<file path="config.mk">
export PLATFORM = sky130hd
export DESIGN_NAME = fetch_arb_wbi
export DESIGN_NICKNAME = d
export VERILOG_FILES = /design/src/rtl/fetch_arb_wbi.sv
export SDC_FILE = /design/constraint.sdc
export NUM_CORES = 1
export LEC_CHECK = 0
export ABC_AREA = 1
export BUFFER_PORTS_ARGS = -buffer_cell sky130_fd_sc_hd__buf_2
export CORE_MARGIN = 1.5
export CORE_UTILIZATION = 55
export CTS_CLUSTER_DIAMETER = 120
export CTS_CLUSTER_SIZE = 16
export DETAILED_ROUTE_END_ITERATION = 16
export PLACE_DENSITY = 0.79
export REMOVE_ABC_BUFFERS = 1
export SETUP_SLACK_MARGIN = 0.05
export SLEW_MARGIN = 40
export SYNTH_ARGS = -nofsm -noshare
export SYNTH_HDL_FRONTEND = slang
export SYNTH_SLANG_ARGS = --single-unit
</file>
<file path="constraint.sdc">
create_clock -name clk -period 2.6 [get_ports clk]
set_input_delay 0.13 -clock clk [delete_from_list [all_inputs] [get_ports clk]]
set_output_delay 0.13 -clock clk [all_outputs]
set_load 0.01 [all_outputs]
</file>
<file path="src/rtl/fetch_arb_wbi.sv">
// fetch_arb_wbi
// Round-robin scheduler that shares one weight/bias/input fetch engine
// among three requesters (bit0 = W, bit1 = B, bit2 = I). Each requester owns
// a tile read pointer that walks its own BRAM region one tile at a time and
// wraps back to the region base.
//
// Ports
//   clk, rst_n        clock, asynchronous active-low reset
//   req[2:0]          level requests, held until the matching done bit
//   clear_ptrs        pulse: reload all pointers with their bases
//   grant[2:0]        one-hot engine owner, 0 when idle
//   done[2:0]         one-cycle completion pulse on the granted bit
//   wrapped[2:0]      one-cycle pulse with done when that pointer wrapped
//   fetch_start       one-cycle start pulse to the fetch engine
//   fetch_base        tile start address, valid while grant != 0
//   fetch_done        completion from the fetch engine
//   timeout_err       sticky watchdog error flag
//
// Build option: define FETCH_ARB_TIMEOUT_EN to enable the WAIT watchdog.
// Without it WAIT is unbounded and timeout_err is tied low.
module fetch_arb_wbi #(
   parameter int ADDR_WIDTH           = 11,
   parameter int NUM_FETCHES_PER_TILE = 32,
   parameter int W_BASE               = 0,
   parameter int W_DEPTH              = 64,
   parameter int B_BASE               = 64,
   parameter int B_DEPTH              = 32,
   parameter int I_BASE               = 112,
   parameter int I_DEPTH              = 384,
   parameter int TIMEOUT_CYCLES       = 1024
) (
   input  logic                  clk,
   input  logic                  rst_n,
   input  logic [2:0]            req,
   input  logic                  clear_ptrs,
   output logic [2:0]            grant,
   output logic [2:0]            done,
   output logic [2:0]            wrapped,
   output logic                  fetch_start,
   output logic [ADDR_WIDTH-1:0] fetch_base,
   input  logic                  fetch_done,
   output logic                  timeout_err
);

   typedef logic [ADDR_WIDTH:0]   wide_t;
   typedef logic [ADDR_WIDTH-1:0] addr_t;

   typedef enum logic [1:0] {ST_IDLE, ST_ISSUE, ST_WAIT, ST_DONE} state_t;

   if ((W_DEPTH % NUM_FETCHES_PER_TILE) != 0 || (B_DEPTH % NUM_FETCHES_PER_TILE) != 0 ||
       (I_DEPTH % NUM_FETCHES_PER_TILE) != 0 || TIMEOUT_CYCLES < 1 ||
       (W_BASE + W_DEPTH) > (1 << ADDR_WIDTH) || (B_BASE + B_DEPTH) > (1 << ADDR_WIDTH) ||
       (I_BASE + I_DEPTH) > (1 << ADDR_WIDTH)) begin : g_cfg_err
      $error("fetch_arb_wbi: invalid region or timeout configuration");
   end

   function automatic addr_t base_of(input logic [1:0] idx);
      case (idx)
         2'd0:    base_of = addr_t'(W_BASE);
         2'd1:    base_of = addr_t'(B_BASE);
         default: base_of = addr_t'(I_BASE);
      endcase
   endfunction

   // Region end, one bit wider so base+depth == 2^ADDR_WIDTH is representable.
   function automatic wide_t limit_of(input logic [1:0] idx);
      case (idx)
         2'd0:    limit_of = wide_t'(W_BASE + W_DEPTH);
         2'd1:    limit_of = wide_t'(B_BASE + B_DEPTH);
         default: limit_of = wide_t'(I_BASE + I_DEPTH);
      endcase
   endfunction

   // First set request bit searching upward (cyclic) from last+1.
   function automatic logic [1:0] pick_idx(input logic [2:0] r, input logic [1:0] last);
      logic found;
      int   c;
      pick_idx = 2'd0;
      found    = 1'b0;
      for (int k = 1; k <= 3; k++) begin
         c = (int'(last) + k) % 3;
         if (!found && r[c]) begin
            pick_idx = 2'(c);
            found    = 1'b1;
         end
      end
   endfunction

   function automatic logic [1:0] idx_of(input logic [2:0] onehot);
      if (onehot[1])      idx_of = 2'd1;
      else if (onehot[2]) idx_of = 2'd2;
      else                idx_of = 2'd0;
   endfunction

   state_t      state_q, state_d;
   logic [2:0]  grant_q, grant_d;
   logic [1:0]  last_q, last_d;
   addr_t       fbase_q, fbase_d;
   addr_t       ptr_q [3];
   addr_t       ptr_d [3];
   logic [1:0]  pick;
   logic        err_q, err_d;

`ifdef FETCH_ARB_TIMEOUT_EN
   localparam int CNT_W = $clog2(TIMEOUT_CYCLES) + 1;
   logic [CNT_W-1:0] cnt_q, cnt_d;
   logic             to_q, to_d;   // current DONE was reached by timeout
`endif

   always_comb begin
      state_d     = state_q;
      grant_d     = grant_q;
      last_d      = last_q;
      fbase_d     = fbase_q;
      ptr_d       = ptr_q;
      err_d       = err_q;
      fetch_start = 1'b0;
      done        = 3'b000;
      wrapped     = 3'b000;
      pick        = pick_idx(req, last_q);
`ifdef FETCH_ARB_TIMEOUT_EN
      cnt_d       = '0;
      to_d        = 1'b0;
      if (clear_ptrs) err_d = 1'b0;
`endif

      case (state_q)
         ST_IDLE: begin
            if (|req) begin
               grant_d = 3'b001 << pick;
               // Latch the base so a clear_ptrs mid-fetch cannot move it.
               for (int i = 0; i < 3; i++)
                  if (pick == 2'(i)) fbase_d = ptr_q[i];
               state_d = ST_ISSUE;
            end
         end
         ST_ISSUE: begin
            fetch_start = 1'b1;
            state_d     = ST_WAIT;
         end
         ST_WAIT: begin
            if (fetch_done) begin
               state_d = ST_DONE;
            end
`ifdef FETCH_ARB_TIMEOUT_EN
            else if (cnt_q == CNT_W'(TIMEOUT_CYCLES - 1)) begin
               state_d = ST_DONE;
               to_d    = 1'b1;
               err_d   = 1'b1;
            end else begin
               cnt_d = cnt_q + 1'b1;
            end
`endif
         end
         default: begin // ST_DONE
            done    = grant_q;
            last_d  = idx_of(grant_q);
            grant_d = 3'b000;
            fbase_d = '0;
            state_d = ST_IDLE;
`ifdef FETCH_ARB_TIMEOUT_EN
            if (!to_q) begin
`else
            begin
`endif
               for (int i = 0; i < 3; i++) begin
                  if (grant_q[i]) begin
                     if (({1'b0, ptr_q[i]} + wide_t'(NUM_FETCHES_PER_TILE)) >= limit_of(2'(i))) begin
                        ptr_d[i]   = base_of(2'(i));
                        wrapped[i] = 1'b1;
                     end else begin
                        ptr_d[i] = ptr_q[i] + addr_t'(NUM_FETCHES_PER_TILE);
                     end
                  end
               end
            end
         end
      endcase

      // Reload wins over any advance in the same cycle.
      if (clear_ptrs) begin
         for (int i = 0; i < 3; i++) ptr_d[i] = base_of(2'(i));
         wrapped = 3'b000;
      end
   end

   always_ff @(posedge clk or negedge rst_n) begin
      if (!rst_n) begin
         state_q <= ST_IDLE;
         grant_q <= 3'b000;
         last_q  <= 2'd2;
         fbase_q <= '0;
         err_q   <= 1'b0;
         for (int i = 0; i < 3; i++) ptr_q[i] <= base_of(2'(i));
      end else begin
         state_q <= state_d;
         grant_q <= grant_d;
         last_q  <= last_d;
         fbase_q <= fbase_d;
         err_q   <= err_d;
         for (int i = 0; i < 3; i++) ptr_q[i] <= ptr_d[i];
      end
   end

`ifdef FETCH_ARB_TIMEOUT_EN
   always_ff @(posedge clk or negedge rst_n) begin
      if (!rst_n) begin
         cnt_q <= '0;
         to_q  <= 1'b0;
      end else begin
         cnt_q <= cnt_d;
         to_q  <= to_d;
      end
   end
   assign timeout_err = err_q;
`else
   assign timeout_err = 1'b0;
`endif

   assign grant      = grant_q;
   assign fetch_base = fbase_q;

endmodule

</file>
==> impl_metrics.xml <==
<?xml version="1.0" encoding="UTF-8"?>
<metrics>
  <group name="cells_and_area">
    <metric name="insertedDiodeCount" unit="">0</metric>
    <metric name="fin_util" unit="%">65.2</metric>
    <metric name="layout-drive-gt1-share" unit="%">17.1</metric>
    <metric name="finish.net_count" unit="">308</metric>
    <metric name="syn2layout_area_growth" unit="%">11.6</metric>
  </group>
  <group name="worst_setup_path">
    <metric name="worst_endpoint_required_time" unit="ns">2.82</metric>
    <metric name="critPathKind" unit="">reg -&gt; reg</metric>
    <metric name="worst_ep_arrival_time" unit="ns">2.39</metric>
    <metric name="critical_path_peak_fanout" unit="">17</metric>
    <metric name="crit_path_start_kind" unit="">flip-flop</metric>
    <metric name="cp-end-kind" unit="">flip-flop</metric>
  </group>
  <group name="sta">
    <metric name="fin_crit_sh" unit="%">83.4</metric>
    <metric name="relSlewSlack" unit="%">58.9</metric>
    <metric name="layout_min_cycle_time" unit="ns">2.17</metric>
    <metric name="fmaxAchievable" unit="MHz">461</metric>
    <metric name="timing.clock.skew" unit="ns">0.00410</metric>
    <metric name="final_max_slew_viol_count" unit="">0</metric>
    <metric name="finalSetupTns" unit="ns">0</metric>
    <metric name="max_slew.worst_pin.slew" unit="ns">0.616</metric>
    <metric name="hold_violations" unit="">0</metric>
    <metric name="report.final.setup_viol" unit="">0</metric>
    <metric name="rsz_0062_raised_after_global_routing" unit="">false</metric>
    <metric name="hold_ws" unit="ns">0.0635</metric>
  </group>
  <group name="routing">
    <metric name="routed_via_density" unit="">5.14</metric>
    <metric name="initialDrtViolationCount" unit="">72</metric>
    <metric name="drt_first_pass_iters" unit="">4</metric>
    <metric name="drc_errors" unit="">0</metric>
    <metric name="avgRoutedWirePerCell" unit="um">12.4</metric>
    <metric name="wl" unit="um">4210</metric>
    <metric name="via_count" unit="">1736</metric>
    <metric name="route.antenna.remaining_nets" unit="">0</metric>
  </group>
  <group name="yosys">
    <metric name="yosys_warnings" unit="">0</metric>
    <metric name="ys_ff_latch" unit="">34</metric>
    <metric name="synth.avg_cell_area" unit="um2">7.54</metric>
    <metric name="synth.cell_area" unit="um2">1980</metric>
    <metric name="seq_area_frac_synth" unit="%">43.2</metric>
    <metric name="yosysUniqueCellTypes" unit="">32</metric>
    <metric name="syn-instance-count" unit="">263</metric>
  </group>
  <group name="global_routing">
    <metric name="overflow" unit="">0</metric>
    <metric name="antenna_violations_before_repair" unit="">0</metric>
    <metric name="grt_util_all_layers" unit="%">24.3</metric>
    <metric name="number_of_global_route_vias_before_repair" unit="">1607</metric>
    <metric name="first_pass_grt_wire_length" unit="um">7510</metric>
    <metric name="grt_max_degree" unit="">35</metric>
  </group>
  <group name="clock_tree">
    <metric name="numCtsBuffers" unit="">5</metric>
    <metric name="cts_post_setup_buffers_inserted" unit="">0</metric>
    <metric name="clock_pin_slew_reported_for_the_worst_setup_and_hold_paths_after_clock_tree_synthesis" unit="ns">0.11</metric>
    <metric name="cts_num_sinks" unit="">34</metric>
    <metric name="cts_buffer_depth" unit="">2</metric>
    <metric name="tritoncts_clock_tree" unit="">built</metric>
    <metric name="cts-root-buf" unit="">clkbuf_4</metric>
    <metric name="clk-insertion-delay-late" unit="ns">0.35</metric>
    <metric name="depth_of_the_cts_h_tree" unit="">2</metric>
  </group>
  <group name="floorplan">
    <metric name="floorplan.die_area" unit="um2">3970</metric>
    <metric name="die_w" unit="um">63.0</metric>
    <metric name="chipHeight" unit="um">63.0</metric>
    <metric name="placement_rows" unit="">21</metric>
    <metric name="ios" unit="">29</metric>
    <metric name="initial_core_util" unit="%">58.5</metric>
    <metric name="floorplan.core_area" unit="um2">3390</metric>
  </group>
  <group name="worst_hold_path">
    <metric name="worst_hold_path_type" unit="">in -&gt; reg</metric>
  </group>
  <group name="run_status">
    <metric name="status" unit="">complete, no violations</metric>
  </group>
  <group name="job">
    <metric name="number_of_maximum_capacitance_constraint_violations" unit="">0</metric>
  </group>
  <group name="pwr">
    <metric name="max-vdd-ir-drop" unit="V">0.000751</metric>
    <metric name="fin_total_pwr" unit="W">0.00246</metric>
    <metric name="p_leak" unit="nW">1.21</metric>
    <metric name="p_per_area" unit="nW/um2">1110</metric>
  </group>
  <group name="placement">
    <metric name="dpl.hpwl" unit="um">3220</metric>
    <metric name="routabilityCongestion" unit="">0.849</metric>
    <metric name="io_buffers" unit="">27</metric>
  </group>
</metrics>
metrics by stage:
step	cell area, um2	cells	worst slack [ns]
after floorplan	1940	256	0.692
after global placement	2130	329	0.421
after detailed placement	2130	329	0.431
after CTS	2210	338	0.427
after global routing	2210	338	0.241
final	2210	338	0.431
worst max-delay path: stages, from the launching register on:
cell	delay (ns)
dfrtp_1	0.42
inv_1	0.12
ha_1	0.37
inv_1	0.15
nor4_2	0.46
nor2_2	0.25
nand3_1	0.17
o21ai_0	0.11
registers in the layout (all words and copies together) (netlist names):
signal	count
fetch_base	8
grant	3
last_q	2
ptr_q	19
state_q	2
metal layers:
layer  track usage, %  up-vias  part of all wire, %
met5                0        -                    0
met4             7.50        0                  1.2
met3             4.86        6                  4.6
met2             37.5       33                   45
met1             34.5      803                   49
li1                 -      894                    -
kinds of logic after synthesis:
kind of cell / after synthesis / synth area share [%]
simple gates: 123 / 27.8
buf+inv: 58 / 11.9
compound gates: 36 / 10.0
flops: 34 / 43.2
fa+ha+maj: 10 / 6.31
xor+xnor: 1 / 0.442
other cells: 1 / 0.189
report_power, final:
group          switching [W]  internal [W]
logic               0.000930      0.000471
clock network       0.000191      0.000130
registers          0.0000801      0.000654
total                0.00120       0.00126
synthesized netlist by cell type (all sizes together):
cell	instances	area (um2)
ha	10	125
o22ai	2	12.5
o31ai	1	7.51
inv	51	194
nand4	5	31.3
a211oi	1	7.51
nand2	49	186
a21oi	11	55.1
clkbuf	2	7.51
a21o	1	7.51
dfstp	5	131
o41ai	1	8.76
xor2	1	8.76
conb	1	3.75
o211ai	1	7.51
a22oi	1	7.51
nor4	2	18.8
or2	1	6.26
o21ai	17	85.1
nor3	2	10.0
dfrtp	29	726
buf	5	35.0
nor2	31	134
nand3	33	165
cells in the final DEF, fill, tap and decap left out, types with 2 or more instances in the layout:
| master | instances |
|---|---|
| a21oi_1 | 11 |
| buf_2 | 26 |
| clkbuf_4 | 5 |
| dfrtp_1 | 29 |
| dfstp_2 | 5 |
| ha_1 | 10 |
| inv_1 | 48 |
| inv_2 | 2 |
| nand2_1 | 48 |
| nand3_1 | 33 |
| nand4_1 | 5 |
| nor2_1 | 27 |
| nor2_2 | 2 |
| nor2_4 | 2 |
| nor3_1 | 2 |
| o21ai_0 | 15 |
| o21ai_1 | 2 |
| o22ai_1 | 2 |
area by class of cell:
cell class / instances / area, um2
sequential: 34 / 857
tap: 46 / 57.6
clock buffer: 6 / 51.3
fill: 300 / 1180
timing repair buffer: 28 / 148
clock inverter: 2 / 12.5
multi-input combinational: 171 / 891
inverter: 51 / 194
what timing repair did:
action                                 in CTS  in global routing
hold buffers                                1                  0
endpoints found under the hold margin      29                  0
resized for setup                           0                  0
setup endpoints to repair                   0                  0
worst paths after layout:
kind | startpoint | end | slack, ns | depth (start not counted)
max | state_q[1] | fetch_base[4] | 0.43 | 7
min | fetch_done | state_q[1] | 0.06 | 4
max reg2reg | state_q[1] | fetch_base[4] | 0.43 | 7
min reg2reg | ptr_q[21] | ptr_q[21] | 0.52 | 2
max in group asynchronous | rst_n | last_q[1] | 2.00 | 2
min in group asynchronous | rst_n | ptr_q[16] | 0.25 | 2
No activity file was read; power rests on OpenSTA's default activity.
